**config.mk**
```make
export PLATFORM = sky130hd
export DESIGN_NAME = anim_frame_sequencer
export DESIGN_NICKNAME = d
export VERILOG_FILES = /design/src/rtl/anim_frame_sequencer.sv
export SDC_FILE = /design/constraint.sdc
export NUM_CORES = 1
export LEC_CHECK = 0
export ABC_AREA = 1
export CAP_MARGIN = 20
export CORE_ASPECT_RATIO = 1.2
export CORE_MARGIN = 2
export CORE_UTILIZATION = 34
export DETAILED_ROUTE_END_ITERATION = 12
export MAX_ROUTING_LAYER = met4
export PLACE_DENSITY = 0.73
export SYNTH_ARGS = -nofsm -noshare
export SYNTH_HDL_FRONTEND = slang
export SYNTH_SLANG_ARGS = --single-unit
```
**constraint.sdc**
```tcl
create_clock -name SC_ANIMSEQ_CLOCK_50 -period 1.6 [get_ports SC_ANIMSEQ_CLOCK_50]
set_input_delay 0.32 -clock SC_ANIMSEQ_CLOCK_50 [delete_from_list [all_inputs] [get_ports SC_ANIMSEQ_CLOCK_50]]
set_output_delay 0.32 -clock SC_ANIMSEQ_CLOCK_50 [all_outputs]
set_load 0.05 [all_outputs]
```
**src/rtl/anim_frame_sequencer.sv**
```systemverilog
// Sprite animation frame sequencer driving an external up speed counter (clear/count-enable).
// Optional build macro ANIMSEQ_PAUSE_EN adds an active-low pause input that freezes the counter in RUN.
module anim_frame_sequencer #(
   parameter int COUNT_WIDTH = 24,
   parameter int FRAME_TICKS = 2_500_000,
   parameter int NUM_FRAMES  = 4,
   parameter int FRAME_WIDTH = 2
) (
   input  logic                   SC_ANIMSEQ_CLOCK_50,
   input  logic                   SC_ANIMSEQ_RESET_InHigh,
   input  logic                   SC_ANIMSEQ_start_InLow,
   input  logic [1:0]             SC_ANIMSEQ_dir_InBUS,
   input  logic [COUNT_WIDTH-1:0] SC_ANIMSEQ_count_InBUS,
`ifdef ANIMSEQ_PAUSE_EN
   input  logic                   SC_ANIMSEQ_pause_InLow,
`endif
   output logic                   SC_ANIMSEQ_cntClear_Out,
   output logic                   SC_ANIMSEQ_cntUpcount_OutLow,
   output logic [FRAME_WIDTH-1:0] SC_ANIMSEQ_frame_OutBUS,
   output logic [1:0]             SC_ANIMSEQ_dir_OutBUS,
   output logic                   SC_ANIMSEQ_busy_Out,
   output logic                   SC_ANIMSEQ_done_Out
);

   localparam logic [1:0] ST_IDLE   = 2'd0;
   localparam logic [1:0] ST_ARM    = 2'd1;
   localparam logic [1:0] ST_RUN    = 2'd2;
   localparam logic [1:0] ST_FINISH = 2'd3;

   localparam logic [COUNT_WIDTH-1:0] HIT_LEVEL  = COUNT_WIDTH'(FRAME_TICKS - 1);
   localparam logic [FRAME_WIDTH-1:0] LAST_FRAME = FRAME_WIDTH'(NUM_FRAMES - 1);

   logic                   clk;
   logic                   rst;
   logic                   pause_n;

   logic [1:0]             state_q, state_d;
   logic                   start_q;
   logic                   clr_q, clr_d;
   logic                   upn_q, upn_d;
   logic [FRAME_WIDTH-1:0] frame_q, frame_d;
   logic [1:0]             dir_q, dir_d;
   logic                   busy_q, busy_d;
   logic                   done_q, done_d;

   logic                   start_fall;
   logic                   frame_hit;

   assign clk = SC_ANIMSEQ_CLOCK_50;
   assign rst = SC_ANIMSEQ_RESET_InHigh;

`ifdef ANIMSEQ_PAUSE_EN
   assign pause_n = SC_ANIMSEQ_pause_InLow;
`else
   assign pause_n = 1'b1;
`endif

   assign start_fall = start_q & ~SC_ANIMSEQ_start_InLow;

   // A hit is only trusted once the clear pulse has dropped, so the stale pre-clear value is ignored.
   assign frame_hit  = ~clr_q & pause_n & (SC_ANIMSEQ_count_InBUS >= HIT_LEVEL);

   // Outputs are decoded from the next state so every output leaves a flop.
   always_comb begin
      // NOTE: every signal gets a default before the case so no path leaves it unassigned (no latch).
      state_d = state_q;
      frame_d = frame_q;
      dir_d   = dir_q;
      clr_d   = 1'b1;
      upn_d   = 1'b1;
      busy_d  = 1'b0;
      done_d  = 1'b0;

      case (state_q)
         ST_IDLE: begin
            frame_d = '0;
            if (start_fall) begin
               state_d = ST_ARM;
               dir_d   = SC_ANIMSEQ_dir_InBUS;
               busy_d  = 1'b1;
               upn_d   = 1'b0;
            end
         end

         ST_ARM: begin
            state_d = ST_RUN;
            busy_d  = 1'b1;
            clr_d   = 1'b0;
            upn_d   = ~pause_n;
         end

         ST_RUN: begin
            busy_d = 1'b1;
            clr_d  = 1'b0;
            upn_d  = ~pause_n;
            if (frame_hit) begin
               if (frame_q == LAST_FRAME) begin
                  state_d = ST_FINISH;
                  busy_d  = 1'b0;
                  done_d  = 1'b1;
                  clr_d   = 1'b1;
                  upn_d   = 1'b1;
               end else begin
                  frame_d = frame_q + FRAME_WIDTH'(1);
                  clr_d   = 1'b1;
               end
            end
         end

         ST_FINISH: begin
            state_d = ST_IDLE;
            frame_d = '0;
         end

         default: begin
            state_d = ST_IDLE;
            frame_d = '0;
         end
      endcase
   end

   // NOTE: sequential state uses non-blocking assignments so all flops update together at the edge.
   always_ff @(posedge clk or posedge rst) begin
      if (rst) begin
         state_q <= ST_IDLE;
         start_q <= 1'b1;
         clr_q   <= 1'b1;
         upn_q   <= 1'b1;
         frame_q <= '0;
         dir_q   <= 2'b00;
         busy_q  <= 1'b0;
         done_q  <= 1'b0;
      end else begin
         state_q <= state_d;
         start_q <= SC_ANIMSEQ_start_InLow;
         clr_q   <= clr_d;
         upn_q   <= upn_d;
         frame_q <= frame_d;
         dir_q   <= dir_d;
         busy_q  <= busy_d;
         done_q  <= done_d;
      end
   end

   assign SC_ANIMSEQ_cntClear_Out      = clr_q;
   assign SC_ANIMSEQ_cntUpcount_OutLow = upn_q;
   assign SC_ANIMSEQ_frame_OutBUS      = frame_q;
   assign SC_ANIMSEQ_dir_OutBUS        = dir_q;
   assign SC_ANIMSEQ_busy_Out          = busy_q;
   assign SC_ANIMSEQ_done_Out          = done_q;

endmodule
```
Yosys cells after proc, flatten, opt, wreduce, memory -nomap -nowiden. Cells that the tools add are included. W data, S select, Z words.

Add/sub/neg operators: 1. $lt $le $gt $ge: 1. Equality and inequality tests: 8. Multiplexer cells: 18. Bitwise gates (word level): 4. Reductions and logical operators: 6.

Operators by type and width (number): $ge A24 B22 Y1 const B (1); $mux W2 (5); $mux W1 (8); $ne A2 B2 Y1 const B (4); $pmux W2 S4 (1); $eq A2 B2 Y1 const B (3); $pmux W1 S3 (2); $reduce_and A3 Y1 (2); $pmux W2 S2 (1); $add A2 B1 Y2 const B (1); $and A1 B1 Y1 (2); $eq A2 B1 Y1 const B (1); $logic_not A2 Y1 (1); $not A1 Y1 (2); $pmux W1 S2 (1); $reduce_and A2 Y1 (1); $reduce_bool A2 Y1 (1); $reduce_or A2 Y1 (1).

Bits in registers: 11. Input bits: 29.

Depth between registers and ports, before layout.
Word-level depth: 4. Depth in mapped cells: 11. Depth with buffers taken out: 11.

Worst setup path after synthesis. OpenSTA, ideal clock, no wires.

Kind: flip-flop to flip-flop. Start point: reg frame_q[0] (netlist: SC_ANIMSEQ_frame_OutBUS[0]). End point: reg frame_q[0] (netlist: SC_ANIMSEQ_frame_OutBUS[0]). Setup time: 119 ps. Arrival time: 1259 ps. Setup slack: 223 ps. Cell stages (with the launch flop): 7. Cells stage by stage: dfrtp_1 -> ha_1 -> inv_1 -> nand2_1 -> nand2_1 -> nand4_1 -> nand2_1.

Longest elaborated chain between the ends: 4.

RTL lines: from (decl) (RTL line 41) `logic [FRAME_WIDTH-1:0] frame_q, frame_d;`; from (signal assigned) (RTL line 138) `frame_q <= frame_d;`; $add A2 B1 Y2 (RTL line 104) `frame_d = frame_q + FRAME_WIDTH'(1);`; $mux W2 (RTL line 97) `if (frame_q == LAST_FRAME) begin`; $mux W2 (RTL line 96) `if (frame_hit) begin`; $pmux W2 S2 (RTL line 74) `case (state_q)`.

Several ways; a longest one is shown, not always the timed one. The select of a mux whose other input is x is not followed. A chain may end at the register's enable or synchronous reset.

Worst setup path after layout.
Start point: reg state_q[0]. End point: reg frame_q[1] (netlist: SC_ANIMSEQ_frame_OutBUS[1]).

Longest elaborated chain between the ends: 4.

RTL lines: from (decl) (RTL line 37) `logic [1:0] state_q, state_d;`; from (signal assigned) (RTL line 134) `state_q <= state_d;`; $eq A2 B2 Y1 / $logic_not A2 Y1 (equally long branches) (RTL line 74); $reduce_or A2 Y1 (no source line); $reduce_bool A2 Y1 (no source line); $reduce_and A3 Y1 (no source line).

Several ways; a longest one is shown, not always the timed one.

==> impl_results.md <==
* Final Hold Viols at 0
* Core area at 0.00203 mm^2
* Setup repair after global routing missed its margin: false
* Post-synthesis compound-gate area fraction at 6.25%
* Library cell used as clock root buffer: clkbuf_4
* Lkg Pwr at 0.585 nW
* P per Cell Area at 1570 mW/mm^2
* Total congestion overflow after global routing at 0
* Hold_buf cts at 0
* Register bit total from synthesis at 11
* Met3 Use GR at 1.98%
* Antenna diodes at 0
* Chip Width at 46.0 um
* Final instance area at 0.00118 mm^2
* Post-synthesis sequential area ratio at 38.7%
* Number of CTS-inserted buffers at 3
* Synth warnings at 0
* Fraction of the mapped netlist area in adder cells at 8.68%
* Final antenna-violating net count at 0
* Drt via density at 4.94
* Area share of the leading cell type in the synthesized netlist at 27.8%
* Number of placed instances with taps included at 143
* Overall global routing resource usage at 14.0%
* Worst relative slew slack at 73.5%
* Maximum number of pins on one net before global-route repair at 12
* Nets at 162
* Die H at 54.4 um
* Worst hold slack at 0.338 ns
* Die outline area at 0.00251 mm^2
* Overall power of the completed layout at 1.86 mW
* Xor and xnor fraction of the mapped netlist area at 0%
* Starting density of the core at 35.6%
* Worst EP arrival at 1.68 ns
* Layout overhead on the synthesized area at 64.1%
* Worst-path fanout max at 4
* Post-placement setup slack at -0.164 ns
* Vias at 726
* Maximum capacitance violations at 0
* Multiplexer share of the synthesized area at 3.13%
* Overall routed net length at 1570 um
* Wire length of the first global-routing pass at 2550 um
* Met1 usage at 13.8%
* Maximum vdd ir drop at 1.08 mV
* Post-layout worst setup margin at 0.124 ns
* Cell Count, Final, Fillers Out at 147
* Syn_area_per_cell at 8.38 um^2
* Status: complete, no violations
* Post-Synthesis Net Count at 120
* Most common flop cell mapped by yosys: dfrtp_1
* TritonCTS clock tree: done
* Number of standard cells after synthesis at 86
* Hold crit path type: in -> async
* Most utilized layer in the global route result: met2
* Type of the worst setup path: reg -> reg
* Number of gates resized after cts at 0
* CTS H-tree depth at 1
* Slew at the pin with the worst max-slew slack at 0.397 ns
* Total setup buffers inserted after CTS at 0
* Post-layout min period at 1.48 ns
* Post-detailed-route DRC marker count at 0
* Simple-gate share of the synthesized area at 37.0%
* Number of flops mapped to enable cells by yosys at 0
* Cell types occupying the most area after synthesis: dfrtp_1, dfstp_2, nand2_1
* Placer Congestion at 0.799
* Post-synthesis async set-or-reset flop share at 100%
* TritonCTS sink count at 11
* Worst Clk Skew at 0.00154 ns
* Detail-routed net length per standard cell at 10.7 um
* DR pass1 iterations at 3
* Setup violators final at 0
* IO buf count at 36
* Number of design-rule violations left by the first detailed-router iteration at 14
* Placed Area at 0.00114 mm^2
* Fraction of layout instances using a drive strength above 1 at 26.0%
* Combinational family with the most area after synthesis: simple AND/OR/NAND/NOR gates
* Skew-Pair Late Insertion Delay at 0.26 ns
* Final period utilization at 92.2%
* Antenna violations before repair at 0
* Number of global-route vias before repair at 699
* Met2 usage in global routing at 26.6%
* Setup TNS Final at 0 ns
* Detail Placement HPWL at 1340 um
* Worst endpoint required time at 1.81 ns
* I/O Pins at 37
* Maximum clock frequency at 0.678 GHz
* Site row count at 18
* Final Max Tran Viols at 0
* Critical Path Source Type: flop
* Number of buffers on the longest clock path at 2
* Number of library cell types mapped by synthesis at 22
* Worst Setup End Kind: flop
* Clock transition at the registers of the reported paths at 0.07 ns
* Utilization after layout at 58.3%
* Cell type with the largest total area after synthesis: dfrtp_1
* Area of the mapped netlist at 721 um^2
==> final timing paths <==
kind	from	slack [ns]	cells past startpoint	to
worst max-delay path	state_q[0]	0.12	6	SC_ANIMSEQ_frame_OutBUS[1]
worst min-delay path	SC_ANIMSEQ_RESET_InHigh	0.34	2	SC_ANIMSEQ_frame_OutBUS[0]
worst max register to register	state_q[0]	0.12	6	SC_ANIMSEQ_frame_OutBUS[1]
worst min register to register	SC_ANIMSEQ_dir_OutBUS[1]	0.51	1	SC_ANIMSEQ_dir_OutBUS[1]
max in group asynchronous	SC_ANIMSEQ_RESET_InHigh	0.95	2	SC_ANIMSEQ_cntUpcount_OutLow
min in group SC_ANIMSEQ_CLOCK_50	SC_ANIMSEQ_dir_OutBUS[1]	0.51	1	SC_ANIMSEQ_dir_OutBUS[1]
==> critical path: stages, from the launching register on <==
cell,delay (ns)
dfrtp_1,0.41
inv_1,0.08
ha_1,0.35
or2_2,0.33
nand2_1,0.08
nand4_1,0.10
nand2_1,0.06
==> power breakdown <==
group	total, mW	switching [mW]	leakage, nW	internal (mW)
logic	1.17	0.655	0.438	0.511
clock network	0.185	0.0886	0.0150	0.0964
registers	0.510	0.0964	0.132	0.413
total	1.86	0.840	0.585	1.02
==> cell type report <==
type | count | area [um^2]
inverter | 12 | 45.0
timing repair buffer | 37 | 408
multi-input combinational | 63 | 399
sequential | 11 | 279
fill | 187 | 845
tap | 20 | 25.0
clock buffer | 4 | 26.3
==> synth_stat cells, types with 2 or more instances <==
cell type	number
nand3b_1	3
nand2_2	3
o21ai_2	2
nand3_2	2
or2_2	2
nand2_1	17
dfrtp_1	8
nor2_2	2
mux2_2	2
inv_1	11
nand3_1	6
ha_1	5
nor2_1	7
dfstp_2	3
nand4_1	6
==> logic make-up (layout without fill, tap and decap cells) <==
family	count (synthesis)	count (layout)
flops	11	11
buf+inv	12	53
simple gates	50	50
mux	2	2
compound gates	6	6
fa+ha+maj	5	5
==> sequential cells by signal (all words and copies together), names as in the netlist <==
signal,flops
SC_ANIMSEQ_dir_OutBUS,2
SC_ANIMSEQ_frame_OutBUS,2
state_q,2
SC_ANIMSEQ_busy_Out,1
SC_ANIMSEQ_cntClear_Out,1
SC_ANIMSEQ_cntUpcount_OutLow,1
SC_ANIMSEQ_done_Out,1
start_q,1
==> layer usage <==
layer  vias to the layer above  part of all wire, %
met3                         5                   12
met1                       326                   36
met2                        30                   50
met4                         0                  1.6
li1                        365                    -
met5                         -                    0
==> placed cells by master, fill, tap and decap left out, drive strengths merged, types with 2 or more instances in the layout <==
| master | count |
|---|---|
| dlymetal6s2s | 4 |
| clkbuf | 4 |
| nand3 | 8 |
| buf | 9 |
| inv | 12 |
| mux2 | 2 |
| dfrtp | 8 |
| or2 | 2 |
| nand2 | 21 |
| nand3b | 3 |
| clkdlybuf4s50 | 24 |
| dfstp | 3 |
| nor2 | 10 |
| nand4 | 6 |
| o21ai | 3 |
| ha | 5 |
(Power assumes the default switching activity.)
==> RTL edit 1: new RTL, same flow settings <==
The parameter `FRAME_WIDTH` goes from 2 to 3.
--- a/src/rtl/anim_frame_sequencer.sv
+++ b/src/rtl/anim_frame_sequencer.sv
@@ -4,7 +4,7 @@
    parameter int COUNT_WIDTH = 24,
    parameter int FRAME_TICKS = 2_500_000,
    parameter int NUM_FRAMES  = 4,
-   parameter int FRAME_WIDTH = 2
+   parameter int FRAME_WIDTH = 3
 ) (
    input  logic                   SC_ANIMSEQ_CLOCK_50,
    input  logic                   SC_ANIMSEQ_RESET_InHigh,
Interface: changed (resized SC_ANIMSEQ_frame_OutBUS); port bits go from 37 to 38. No check against the original RTL was run, so the function may have changed too.
==> RTL edit 1 against the unedited design <==
Fmax grew 1.9%; worst setup slack gained 0.028 ns; power grew 8.4%; sequential cell count grew 1; synthesized area grew 2.1%; final area grew 5.2%; non-clock buffer count grew 1; wire length grew 7.1%; critical path type is now primary input to flop; critical endpoint is now state_q[0]$_DFFE_PP0P_.
==> RTL edit 1: results (changes against the unedited design) <==
Synth
  • Count of cell types in the netlist: 17 (-23%)
  • Post-synth top cells: nand2_1 (23), inv_1 (13), nand3_1 (10)
  • Syn Nets: 128 (+6.7%)
  • Seq/Total Area, Yosys: 0.413 (+0.0261)
  • Primary FF master, synth: dfrtp_1
  • Area contributors post-synth: dfrtp_1 (31%), nand2_1 (12%), dfstp_2 (11%), ha_1 (10%), nand3_1 (6.8%)
  • Syn Area/Cell: 7.91 um2 (-5.6%)

Layout
  • Share of cells above drive strength 1: 0.207 (-0.0524)

Timing
  • Hold WS: 0.351 ns (+0.0135 ns)
  • Clock Skews: 0.00170 ns (+0.000166 ns)

GRT
  • First-pass GRT wire length: 2680 um (+5.1%)
  • Pin count of the biggest net entering global routing: 13 (+1)
  • Via count of the first global-routing pass: 734 (+5.0%)
  • GRT Overall Usage: 0.147 (+0.00735)

Placed design
  • Pre-CTS setup slack: -0.203 ns (-0.0388 ns)
  • GP Congestion: 0.720 (-9.9%)
  • PortBufs: 37 (+2.8%)
  • HPWL Detailed: 1430 um (+6.5%)
  • Area post-placement: 1180 um2 (+3.5%)
  • Inst Count DP: 160 (+12%)

Worst setup path
  • R2r setup slk: 0.19 ns (+0.07 ns)
  • Reg-to-reg startpoint: SC_ANIMSEQ_frame_OutBUS[0]$_DFFE_PP0P_
  • Max stage delay on crit path: 0.43 ns (+0.02 ns)
  • Slowest cell on crit path: clkdlybuf4s50_1

Route
  • Wirelength, routed: 1690 um (+7.1%)
  • Initial DRC Count: 9 (-5)
  • M1 WL: 658 um (+16%)
  • Met2 routed WL: 914 um (+15%)
  • Met3 WL: 101 um (-46%)

Power
  • VDD IR max: 1.07 mV (-1.2%)
  • Leak: 0.616 nW (+5.5%)

Clock network
  • H-tree depth: 1 (unchanged)

Outcome
  • Status: finished, final reports clean

Hold path
  • Min-Delay Path Class: primary input to async pin
## RTL edit 1: changes by cell type in the layout (fill, tap and decap cells not counted), moves of 2 or more
cell	change
o21ai_1	+2
o21ai_0	+3
o21ai_2	-2
nand3_1	+4
nand2_1	+6
nand4_1	-5
inv_1	+2
nand3_2	-2
## RTL edit 1: worst max-delay path, delay by kind of cell
kind,cells,cell delay [ns]
buffers and inverters,1,0.43
and+or+nand+nor,10,0.85
## RTL edit 1: logic make-up after synthesis
| family | count (synthesis) | share of synthesized area |
|---|---|---|
| muxes | 3 | 0.0442 |
| AOI/OAI and AO/OA | 8 | 0.0544 |
| and+or+nand+nor | 51 | 0.320 |
| adders and majority gates | 6 | 0.102 |
| DFF | 12 | 0.413 |
| buffers and inverters | 13 | 0.0663 |
## RTL edit 1: routing by layer
metal / vias to the layer above / GRT usage
met5: - / -
met4: 0 / 0.0476
met3: 2 / 0.0260
met2: 19 / 0.282
met1: 334 / 0.147
li1: 383 / -
## RTL edit 1: how the worst max path moves through the flow
stage	start	end	slack [ns]
floorplan	SC_ANIMSEQ_frame_OutBUS[0]$_DFFE_PP0P_	SC_ANIMSEQ_frame_OutBUS[0]$_DFFE_PP0P_	0.06
global placement	SC_ANIMSEQ_count_InBUS[17]	state_q[1]$_DFFE_PP0P_	-0.15
detailed placement	SC_ANIMSEQ_count_InBUS[21]	state_q[0]$_DFFE_PP0P_	-0.20
CTS	SC_ANIMSEQ_count_InBUS[17]	state_q[0]$_DFFE_PP0P_	0.10
global route	SC_ANIMSEQ_count_InBUS[14]	SC_ANIMSEQ_frame_OutBUS[1]$_DFFE_PP0P_	0.003
finish	SC_ANIMSEQ_count_InBUS[19]	state_q[0]$_DFFE_PP0P_	0.15
## RTL edit 1: what timing repair did
| item | 4_1_cts | 5_1_grt |
|---|---|---|
| resized for setup | 0 | 6 |
| endpoints found under the setup margin | 0 | 5 |
| buffers inserted | 0 | 1 |
## RTL edit 1: cell type report
type                       instances  area (um2)  area share
clock buffer                       4        36.3      0.0292
sequential                        12         304       0.244
multi-input combinational         68         389       0.313
timing repair buffer              38         428       0.344
tap                               30        37.5      0.0302
inverter                          13        48.8      0.0392
## RTL edit 1: power groups by stage
stage                     Clock [mW]  Sequential (mW)  Combinational, mW
after floorplan                    0            0.828              0.485
after global placement             0            0.551               1.20
after detailed placement           0            0.557               1.23
after CTS                      0.244            0.554               1.24
after global routing           0.253            0.570               1.36
final                          0.234            0.553               1.23
==> RTL edit 2: new RTL, same flow settings <==
Made on the original files. The output `SC_ANIMSEQ_cntUpcount_OutLow` loses its register stage (`upn_q` becomes a continuous assignment).
--- a/src/rtl/anim_frame_sequencer.sv
+++ b/src/rtl/anim_frame_sequencer.sv
@@ -125,7 +125,6 @@
          state_q <= ST_IDLE;
          start_q <= 1'b1;
          clr_q   <= 1'b1;
-         upn_q   <= 1'b1;
          frame_q <= '0;
          dir_q   <= 2'b00;
          busy_q  <= 1'b0;
@@ -134,13 +133,14 @@
          state_q <= state_d;
          start_q <= SC_ANIMSEQ_start_InLow;
          clr_q   <= clr_d;
-         upn_q   <= upn_d;
          frame_q <= frame_d;
          dir_q   <= dir_d;
          busy_q  <= busy_d;
          done_q  <= done_d;
       end
    end
+
+   assign upn_q = upn_d;
 
    assign SC_ANIMSEQ_cntClear_Out      = clr_q;
    assign SC_ANIMSEQ_cntUpcount_OutLow = upn_q;
Function: changed (a bounded check fails within 4 cycles, from zero or initial values and one cycle with SC_ANIMSEQ_RESET_InHigh high).
==> RTL edit 2 against the unedited design <==
The flow now finishes with violations (negative setup slack); wire length up 21%; worst setup slack worse by 0.22 ns; die area down 7.8%; power up 8.1%; sequential cell count down 1; first-iteration DRC count down 50%; final area up 0.42%; synthesized cell count down 1.2%; largest cell class is now multi-input gates; critical path depth up 3; worst hold slack worse by 0.0037 ns; synthesized area down 8.5%; highest routed layer unchanged.
==> RTL edit 2: results (changes against the unedited design) <==
Outcome
  • Status: complete, but fails checks
  • Failing checks: negative setup slack

Placed design
  • HPWL Detailed: 1420 um (+6.1%)
  • Area post-placement: 1100 um2 (-3.7%)
  • Pre-CTS setup slack: -0.406 ns (-0.241 ns)
  • GP Congestion: 0.791 (-0.98%)

Synth
  • Post-synth top cells: nand2_1 (20), inv_1 (11), nand3_1 (9)
  • Syn Nets: 119 (-0.83%)
  • YS warnings: 0 (unchanged)
  • Most frequent cell after synthesis: nand2_1
  • Adder-cell share of the synthesized area: 0.0949 (+0.00807)
  • Area contributors post-synth: dfrtp_1 (30%), nand2_1 (11%), ha_1 (9.5%), dfstp_2 (8.0%), nand3_1 (6.8%)
  • Compound-cell area share of the yosys netlist: 0.0531 (-0.00937)
  • Seq/Total Area, Yosys: 0.383 (-0.00385)
  • Register bit total from synthesis: 10 (-1)
  • Mux cell area share after synthesis: 0.0493 (+0.0181)

Layout
  • Seq/total area: 0.215 (-0.0210)
  • Bufs w/o clock: 47 (+27%)
  • Non-filler cells, final: 155 (+5.4%)
  • Non-clock inverter count: 11 (-1)
  • Clk cell area share: 0.0221 (-0.0000938)
  • Buffering overhead: 0.350 (+0.00487)
  • Final core occ: 0.649 (+0.0658)
  • Multi-input combinational area share: 0.358 (+0.0207)
  • Diodes inserted: 0 (unchanged)
  • Fin nets: 171 (+5.6%)
  • Filler cells: 157 (-16%)
  • Share of cells above drive strength 1: 0.478 (+0.218)
  • Multi-input gates: 64 (+1.6%)

GRT
  • Via count of the first global-routing pass: 796 (+14%)
  • GRT Overall Usage: 0.196 (+0.0560)
  • Pin count of the biggest net entering global routing: 11 (-1)
  • First-pass GRT wire length: 3300 um (+29%)

Timing
  • Min setup slack post-route: -0.0996 ns (-0.224 ns)
  • Setup violators final: 1 (+1)
  • Clock Skews: 0.00207 ns (+0.000534 ns)
  • Setup TNS: -0.0996 ns (-0.0996 ns)
  • Hold WS: 0.334 ns (-0.00374 ns)

Worst setup path
  • R2r setup slk: 0.26 ns (+0.14 ns)
  • Max stage delay on crit path: 0.16 ns (-0.25 ns)
  • Worst setup path endpoint: SC_ANIMSEQ_cntUpcount_OutLow
  • Reg-to-reg startpoint: state_q[1]$_DFFE_PP0P_
  • Reg-to-Reg End: SC_ANIMSEQ_frame_OutBUS[0]$_DFFE_PP0P_
  • Crit-path max FO: 2 (-2)
  • Slowest cell on crit path: nand3b_1
  • Crit path from: SC_ANIMSEQ_count_InBUS[16]
  • Arr. time, crit path: 1.38 ns (-0.30 ns)

Power
  • Clock power frac: 0.091 (-0.008)
  • Leak: 0.586 nW (+0.22%)
  • Switching portion of total power: 0.460 (+0.00889)
  • VDD IR max: 1.04 mV (-3.9%)

Floorplan
  • Placeable Area: 1830 um2 (-9.8%)

Route
  • Vias: 757 (+4.3%)
  • Pre-antenna DRT Iters: 4 (+1)
  • Initial DRC Count: 7 (-7)

Clock network
  • Clock latency on the worst-skew pair: 0.27 ns
==> RTL edit 2: layer usage <==
layer | wire length [um] | vias to the layer above | GRT usage
met5 | 0 | - | -
met4 | 26 | 0 | 0.0404
met3 | 87 | 4 | 0.0621
met2 | 1130 | 20 | 0.360
met1 | 661 | 358 | 0.201
li1 | - | 375 | -
==> RTL edit 2: power groups by stage <==
stage	Combinational, mW	Clock (mW)	Sequential, mW
after floorplan	0.524	0	0.683
after global placement	1.21	0	0.458
after detailed placement	1.24	0	0.463
after CTS	1.34	0.191	0.445
after global routing	1.51	0.208	0.463
final	1.38	0.182	0.451
==> RTL edit 2: kinds of logic after synthesis <==
logic type / Yosys count
multiplexers: 3
buffers and inverters: 11
AND/OR/NAND/NOR: 49
adder cells (fa/ha/maj): 5
flip-flops: 10
AO/OA/AOI/OAI: 7
==> RTL edit 2: what timing repair did <==
item,CTS,global route
endpoints found under the setup margin,1,1
hold endpoints to repair,0,0
buffers inserted,6,2
pin swaps,22,14
resized for setup,77,14
